File: src/rtl/uart_rx_buffer_pkg.sv
// Shared widths for the UART receive buffer: data byte and idle-timeout counter.
// Constants only; no logic.
package uart_rx_buffer_pkg;
  localparam int UART_DATA_W = 8;
  localparam int UART_TO_W   = 24;
endpackage

File: src/rtl/uart_rx_buffer_if.sv
// Receiver push strobe plus show-ahead read port and fill status of the RX buffer.
// master = receiver/bus side, slave = the buffer itself.
interface uart_rx_buffer_if
  import uart_rx_buffer_pkg::*;
#(
  parameter int DEPTH = 16
);
  localparam int AW = $clog2(DEPTH);

  logic                   rx_valid_i;
  logic [UART_DATA_W-1:0] rx_byte_i;
  logic                   rd_en_i;
  logic [UART_DATA_W-1:0] rd_data_o;
  logic                   empty_o;
  logic                   full_o;
  logic [AW:0]            level_o;

  modport master (
    output rx_valid_i, rx_byte_i, rd_en_i,
    input  rd_data_o, empty_o, full_o, level_o
  );

  modport slave (
    input  rx_valid_i, rx_byte_i, rd_en_i,
    output rd_data_o, empty_o, full_o, level_o
  );
endinterface

File: src/rtl/uart_fifo_mem.sv
// DEPTH x 8 flop array: one synchronous write port, one asynchronous read port.
// Write lands on the clock edge; read is combinational; no reset on the array.
module uart_fifo_mem
  import uart_rx_buffer_pkg::*;
#(
  parameter  int DEPTH = 16,
  localparam int AW    = $clog2(DEPTH)
) (
  input  logic                   clk_i,
  input  logic                   we_i,
  input  logic [AW-1:0]          waddr_i,
  input  logic [UART_DATA_W-1:0] wdata_i,
  input  logic [AW-1:0]          raddr_i,
  output logic [UART_DATA_W-1:0] rdata_o
);
  logic [UART_DATA_W-1:0] mem_q [DEPTH];

  always_ff @(posedge clk_i) begin
    if (we_i) mem_q[waddr_i] <= wdata_i;
  end

  assign rdata_o = mem_q[raddr_i];
endmodule

File: src/rtl/uart_rx_buffer.sv
// UART RX byte FIFO with show-ahead read, watermark, sticky overflow and idle timeout.
// Push visible on rd_data_o next cycle; no backpressure: bytes arriving while full are dropped.
module uart_rx_buffer
  import uart_rx_buffer_pkg::*;
#(
  parameter  int DEPTH = 16,
  localparam int AW    = $clog2(DEPTH)
) (
  input  logic                 clk_i,
  input  logic                 rst_ni,
  uart_rx_buffer_if.slave      bus,
  input  logic                 fifo_clr_i,
  input  logic [AW:0]          watermark_i,
  output logic                 wm_o,
  output logic                 ovf_o,
  input  logic                 ovf_clr_i,
  input  logic [UART_TO_W-1:0] timeout_i,
  output logic                 timeout_o
);
  localparam logic [AW:0] LVL_FULL = (AW+1)'(DEPTH);

  logic [AW-1:0]          wptr_q, wptr_d, rptr_q, rptr_d;
  logic [AW:0]            level_q, level_d;
  logic                   ovf_q, ovf_d, to_q, to_d;
  logic [UART_TO_W-1:0]   idle_q, idle_d;
  logic                   full, empty, push, pop, ovf_set, to_hit;
  logic [UART_DATA_W-1:0] mem_rdata;

  assign full  = (level_q == LVL_FULL);
  assign empty = (level_q == '0);

  // When full, a coincident pop frees the slot, so the push is still accepted.
  assign push    = bus.rx_valid_i & (~full | bus.rd_en_i) & ~fifo_clr_i;
  assign pop     = bus.rd_en_i & ~empty & ~fifo_clr_i;
  assign ovf_set = bus.rx_valid_i & full & ~bus.rd_en_i & ~fifo_clr_i;
  assign to_hit  = (timeout_i != '0) && (idle_q == timeout_i - 1'b1);

  always_comb begin
    wptr_d  = wptr_q;
    rptr_d  = rptr_q;
    level_d = level_q;
    ovf_d   = ovf_q;
    to_d    = to_q;
    idle_d  = idle_q;
    if (fifo_clr_i) begin
      wptr_d  = '0;
      rptr_d  = '0;
      level_d = '0;
      ovf_d   = 1'b0;
      to_d    = 1'b0;
      idle_d  = '0;
    end else begin
      if (push) wptr_d = wptr_q + 1'b1;
      if (pop)  rptr_d = rptr_q + 1'b1;
      if (push && !pop)      level_d = level_q + 1'b1;
      else if (pop && !push) level_d = level_q - 1'b1;

      if (ovf_set)        ovf_d = 1'b1;
      else if (ovf_clr_i) ovf_d = 1'b0;

      // Counter holds once it reaches the threshold, or at all-ones if the
      // threshold was lowered below the current count.
      if (push || pop || empty) begin
        idle_d = '0;
      end else if (timeout_i != '0) begin
        if (to_hit)             to_d   = 1'b1;
        else if (idle_q != '1)  idle_d = idle_q + 1'b1;
      end
      if (pop) to_d = 1'b0;
    end
  end

  always_ff @(posedge clk_i or negedge rst_ni) begin
    if (!rst_ni) begin
      wptr_q  <= '0;
      rptr_q  <= '0;
      level_q <= '0;
      ovf_q   <= 1'b0;
      to_q    <= 1'b0;
      idle_q  <= '0;
    end else begin
      wptr_q  <= wptr_d;
      rptr_q  <= rptr_d;
      level_q <= level_d;
      ovf_q   <= ovf_d;
      to_q    <= to_d;
      idle_q  <= idle_d;
    end
  end

  uart_fifo_mem #(.DEPTH(DEPTH)) u_mem (
    .clk_i   (clk_i),
    .we_i    (push),
    .waddr_i (wptr_q),
    .wdata_i (bus.rx_byte_i),
    .raddr_i (rptr_q),
    .rdata_o (mem_rdata)
  );

  // Gated so the unreset array never leaks onto the bus while empty.
  assign bus.rd_data_o = empty ? '0 : mem_rdata;
  assign bus.empty_o   = empty;
  assign bus.full_o    = full;
  assign bus.level_o   = level_q;
  assign wm_o          = (watermark_i != '0) && (level_q >= watermark_i);
  assign ovf_o         = ovf_q;
  assign timeout_o     = to_q;
endmodule

File: src/flat_wrapper.sv
// flat-port wrapper written by rule: the top's interface ports become plain ports
module uart_rx_buffer_flat import uart_rx_buffer_pkg::*;
#(
  parameter  int DEPTH = 16,
  localparam int AW    = $clog2(DEPTH)
)
  (clk_i, rst_ni, fifo_clr_i, watermark_i, wm_o, ovf_o, ovf_clr_i, timeout_i, timeout_o, bus_rx_valid_i, bus_rx_byte_i, bus_rd_en_i, bus_rd_data_o, bus_empty_o, bus_full_o, bus_level_o);
  uart_rx_buffer_if #(.DEPTH(DEPTH)) bus_i ();
  input  logic clk_i;
  input  logic rst_ni;
  input  logic fifo_clr_i;
  input  logic [AW:0] watermark_i;
  output logic wm_o;
  output logic ovf_o;
  input  logic ovf_clr_i;
  input  logic [UART_TO_W-1:0] timeout_i;
  output logic timeout_o;
  input wire logic [$bits(bus_i.rx_valid_i)-1:0] bus_rx_valid_i;
  input wire logic [$bits(bus_i.rx_byte_i)-1:0] bus_rx_byte_i;
  input wire logic [$bits(bus_i.rd_en_i)-1:0] bus_rd_en_i;
  output wire logic [$bits(bus_i.rd_data_o)-1:0] bus_rd_data_o;
  output wire logic [$bits(bus_i.empty_o)-1:0] bus_empty_o;
  output wire logic [$bits(bus_i.full_o)-1:0] bus_full_o;
  output wire logic [$bits(bus_i.level_o)-1:0] bus_level_o;
  assign bus_i.rx_valid_i = bus_rx_valid_i;
  assign bus_i.rx_byte_i = bus_rx_byte_i;
  assign bus_i.rd_en_i = bus_rd_en_i;
  assign bus_rd_data_o = bus_i.rd_data_o;
  assign bus_empty_o = bus_i.empty_o;
  assign bus_full_o = bus_i.full_o;
  assign bus_level_o = bus_i.level_o;
  uart_rx_buffer #(.DEPTH(DEPTH)) u_core (.clk_i(clk_i), .rst_ni(rst_ni), .bus(bus_i), .fifo_clr_i(fifo_clr_i), .watermark_i(watermark_i), .wm_o(wm_o), .ovf_o(ovf_o), .ovf_clr_i(ovf_clr_i), .timeout_i(timeout_i), .timeout_o(timeout_o));
endmodule
File: config.mk
export PLATFORM = sky130hd
export DESIGN_NAME = uart_rx_buffer_flat
export DESIGN_NICKNAME = d
export VERILOG_FILES = /design/src/rtl/uart_rx_buffer_pkg.sv /design/src/rtl/uart_rx_buffer_if.sv /design/src/rtl/uart_fifo_mem.sv /design/src/rtl/uart_rx_buffer.sv /design/src/flat_wrapper.sv
export SDC_FILE = /design/constraint.sdc
export NUM_CORES = 1
export LEC_CHECK = 0
export ABC_AREA = 1
export BUFFER_PORTS_ARGS = -buffer_cell sky130_fd_sc_hd__buf_4
export CORE_MARGIN = 1.5
export CORE_UTILIZATION = 55
export CTS_BUF_LIST = sky130_fd_sc_hd__clkbuf_4
export DETAILED_ROUTE_END_ITERATION = 6
export GPL_TIMING_DRIVEN = 1
export PLACE_DENSITY = 0.85
export SYNTH_ARGS = -nofsm -noshare
export SYNTH_HDL_FRONTEND = slang
export SYNTH_HIERARCHICAL = 1
export SYNTH_SLANG_ARGS = --single-unit
File: constraint.sdc
create_clock -name clk_i -period 3.85 [get_ports clk_i]
set_input_delay 0.385 -clock clk_i [delete_from_list [all_inputs] [get_ports clk_i]]
set_output_delay 0.385 -clock clk_i [all_outputs]
set_load 0.1 [all_outputs]
==> out/metrics.cfg <==
[cells_and_area]
final_cell_mix = nand2_1 (369), inv_1 (218), nand3_1 (154)
stdcell_count = 1519
final_core_util = 0.613
area_growth_pct = 8.61
nets = 1337
nFillCells = 1464
final_common_cell = nand2_1
drive_above_1_share = 0.108
antenna_cells = 0
stdcell_area_um2 = 10600

[clock_network]
post_cts_buffers = 0
tritoncts = yes
cts_root_buf = clkbuf_4
htree_levels = 4
cts.sinks = 167
clock_latency_ns = 0.55
cts_buffer_depth = 2
clk_pin_slew_ns = 0.14
cts_buffers = 17

[setup_path]
crit_family = buffers and inverters
worstPathArrival_ns = 2.75
cpMostUsedCell = nand2_1
cp.depth = 11
worstPathRequired_ns = 3.46
path_class = flop to output port
cp-end-kind = output port
cp_max_fo = 48
path_buf_inv = 4
crit_path_start_kind = flop
r2r_cells = 15
max_stage_delay_ns = 0.50
critical_path.slowest_cell = buf_4
path_cells = inv_2 -> buf_4 -> nand2_1 -> nand2_1 -> nand2_1 -> nand3_1 -> nand3_1 -> nand2_1 -> nand2_1 -> inv_1 -> buf_4

[synthesis]
synthesis.nets = 1289
synth-simple-area-share = 0.328
synth.yosys.seq_area_share = 0.492
syn_inst = 1233
synth_compound_area_frac = 0.0272
synth_xor_area_frac = 0.0240
ys_seq_elements = 167
post_synth_num_cell_types = 42
synthFlopType = edfxtp_1
synth_fa_ha_area_frac = 0.0174
ys_warn_count = 6
synth_top_family_by_area = simple AND/OR/NAND/NOR gates
synth_area_um2 = 9790
synthArstFlopShare = 0.234
postSynthAreaPerCell_um2 = 7.94
synth_edf_count = 128
synthMuxAreaShare = 0.00102

[timing]
drv_slew = 0
grt_setup_unrepaired = no
fmaxAchievable_ghz = 0.319
finalHoldViolCount = 0
clock_skew_ns = 0.0170
finalSetupTns_ns = 0
min_period_ns = 3.13
worstMarginPinSlew_ns = 0.997
setup_viol = 0
maxSlewHeadroom = 0.333
finalCritPeriodShare = 0.813

[outcome]
violations = DRC
outcome = finished, violations left

[global_route]
grt_max_degree = 68
track_usage = 0.256
grt_pass1_wl_um = 36600
grt_pass1_vias = 7628
overflow = 0
antenna_found_initial = 0

[job]
cap_violations = 0

[floorplan]
core_um2 = 17400
die_y_um = 136
row_count = 48
pin_count = 61
fp.dieW_um = 136
start_util = 0.564
die_area_um2 = 18600

[power]
combPwrFrac = 0.379
switching_share = 0.427
power_density_nw_per_um2 = 471
leakage_nw = 4.90
p_seq_frac = 0.407
p_clk_frac = 0.215
max-vdd-ir-drop_mv = 0.974
p_int_mw = 2.87
p_sw_mw = 2.14

[placed_design]
dp_cells = 1486
dpl_cell_area_um2 = 10300
dp_hpwl_um = 16000
io_buffers = 60
gp_congestion = 0.954

[drt]
dr.pass1.iters = 7
wl_um = 23000
via_per_inst = 5.38
ant_nets = 0
drt-wirelength-per-cell_um = 15.1
via_count = 8178
drc = 4
drtIter0Drc = 816

[hold_path]
hold_depth = 2
hold_path_class = input port to flop

-- metrics by stage --
stage | power [mW] | setup WS (ns) | hold WS (ns)
floorplan | 3.57 | 0.132 | 0.0894
CTS | 5.02 | 0.721 | 0.0685
global route | 5.26 | 0.551 | 0.0592
finish | 5.01 | 0.720 | 0.105
detailed placement | 3.96 | 1.04 | 0.392
global placement | 3.92 | 1.19 | 0.389
-- metal layers --
layer  part of all wire  GRT usage
met5                  0          0
met4              0.026     0.0922
met3              0.066     0.0470
met2               0.50      0.450
met1               0.41      0.316
-- power groups by stage --
stage	clock (mW)	combinational, mW	sequential (mW)
after floorplan	0	1.35	2.22
after global placement	0	1.84	2.07
after detailed placement	0	1.88	2.08
after CTS	1.10	1.89	2.04
after global routing	1.17	2.04	2.04
final	1.08	1.90	2.04
-- cell usage after synthesis, types with 3 or more instances --
cell type  number  share of area
nor3_1         16         0.0082
nand3b_1       10         0.0077
buf_6           9          0.010
inv_1         218          0.084
ha_1           12          0.015
buf_2          15         0.0077
o21ai_0        16         0.0082
nor2_1        100          0.038
nand3_1       154          0.079
buf_4           6         0.0046
inv_2           4         0.0015
nor2_4          8         0.0092
o21ai_1         9         0.0046
dfrtp_1        39           0.10
nor2_2         11         0.0070
nand3_2         9         0.0092
nand4_1        28          0.018
nand2_1       369           0.14
edfxtp_1      128           0.39
clkbuf_1        3         0.0012
a21oi_1        13         0.0066
xor2_1         13          0.012
xnor2_1        12          0.011
nand2_2         5         0.0032
nor4_1          5         0.0032
-- state kept, by name (all words and copies together), names as in the netlist --
register / cells
u_core/bus.level_o: 5
u_core/wptr_q: 4
u_core/idle_q: 24
u_core/ovf_o: 1
u_core/timeout_o: 1
u_core/rptr_q: 4
u_core/u_mem/mem_q: 128
-- cell families after synthesis --
kind of cell / Yosys count
compound gates: 48
flops: 167
fa+ha+maj: 13
mux: 1
xor+xnor: 26
simple gates: 719
buf+inv: 259
-- layout make-up --
class,count,area (µm²),share of cell area
clock buffer,17,128,0.0120
timing repair buffer,65,490,0.0461
multi-input combinational,807,3900,0.366
sequential,167,4820,0.453
inverter,223,837,0.0787
tap,225,282,0.0265
clock inverter,15,180,0.0169
-- path summary, 6_finish.rpt --
check / from / slack (ns) / to
setup reg to reg: u_core/bus.level_o[0]$_DFFE_PN0P_ / 0.98 / u_core/bus.level_o[4]$_DFFE_PN0P_
max in group asynchronous: rst_ni / 3.14 / u_core/rptr_q[0]$_DFFE_PN0N_
min in group asynchronous: rst_ni / 0.33 / u_core/idle_q[7]$_DFFE_PN0P_
hold / removal: bus_rx_valid_i / 0.11 / u_core/ovf_o$_DFFE_PN0P_
hold reg to reg: u_core/ovf_o$_DFFE_PN0P_ / 0.52 / u_core/ovf_o$_DFFE_PN0P_
setup / recovery: u_core/rptr_q[0]$_DFFE_PN0N_ / 0.72 / bus_rd_data_o[2]
-- repair_timing --
action / 4_1_cts / 5_1_grt
endpoints found under the setup margin: 0 / 0
endpoints found under the hold margin: 39 / 0
resized for setup: 0 / 0
hold buffers: 1 / 0
No activity file was read; power rests on OpenSTA's default activity.
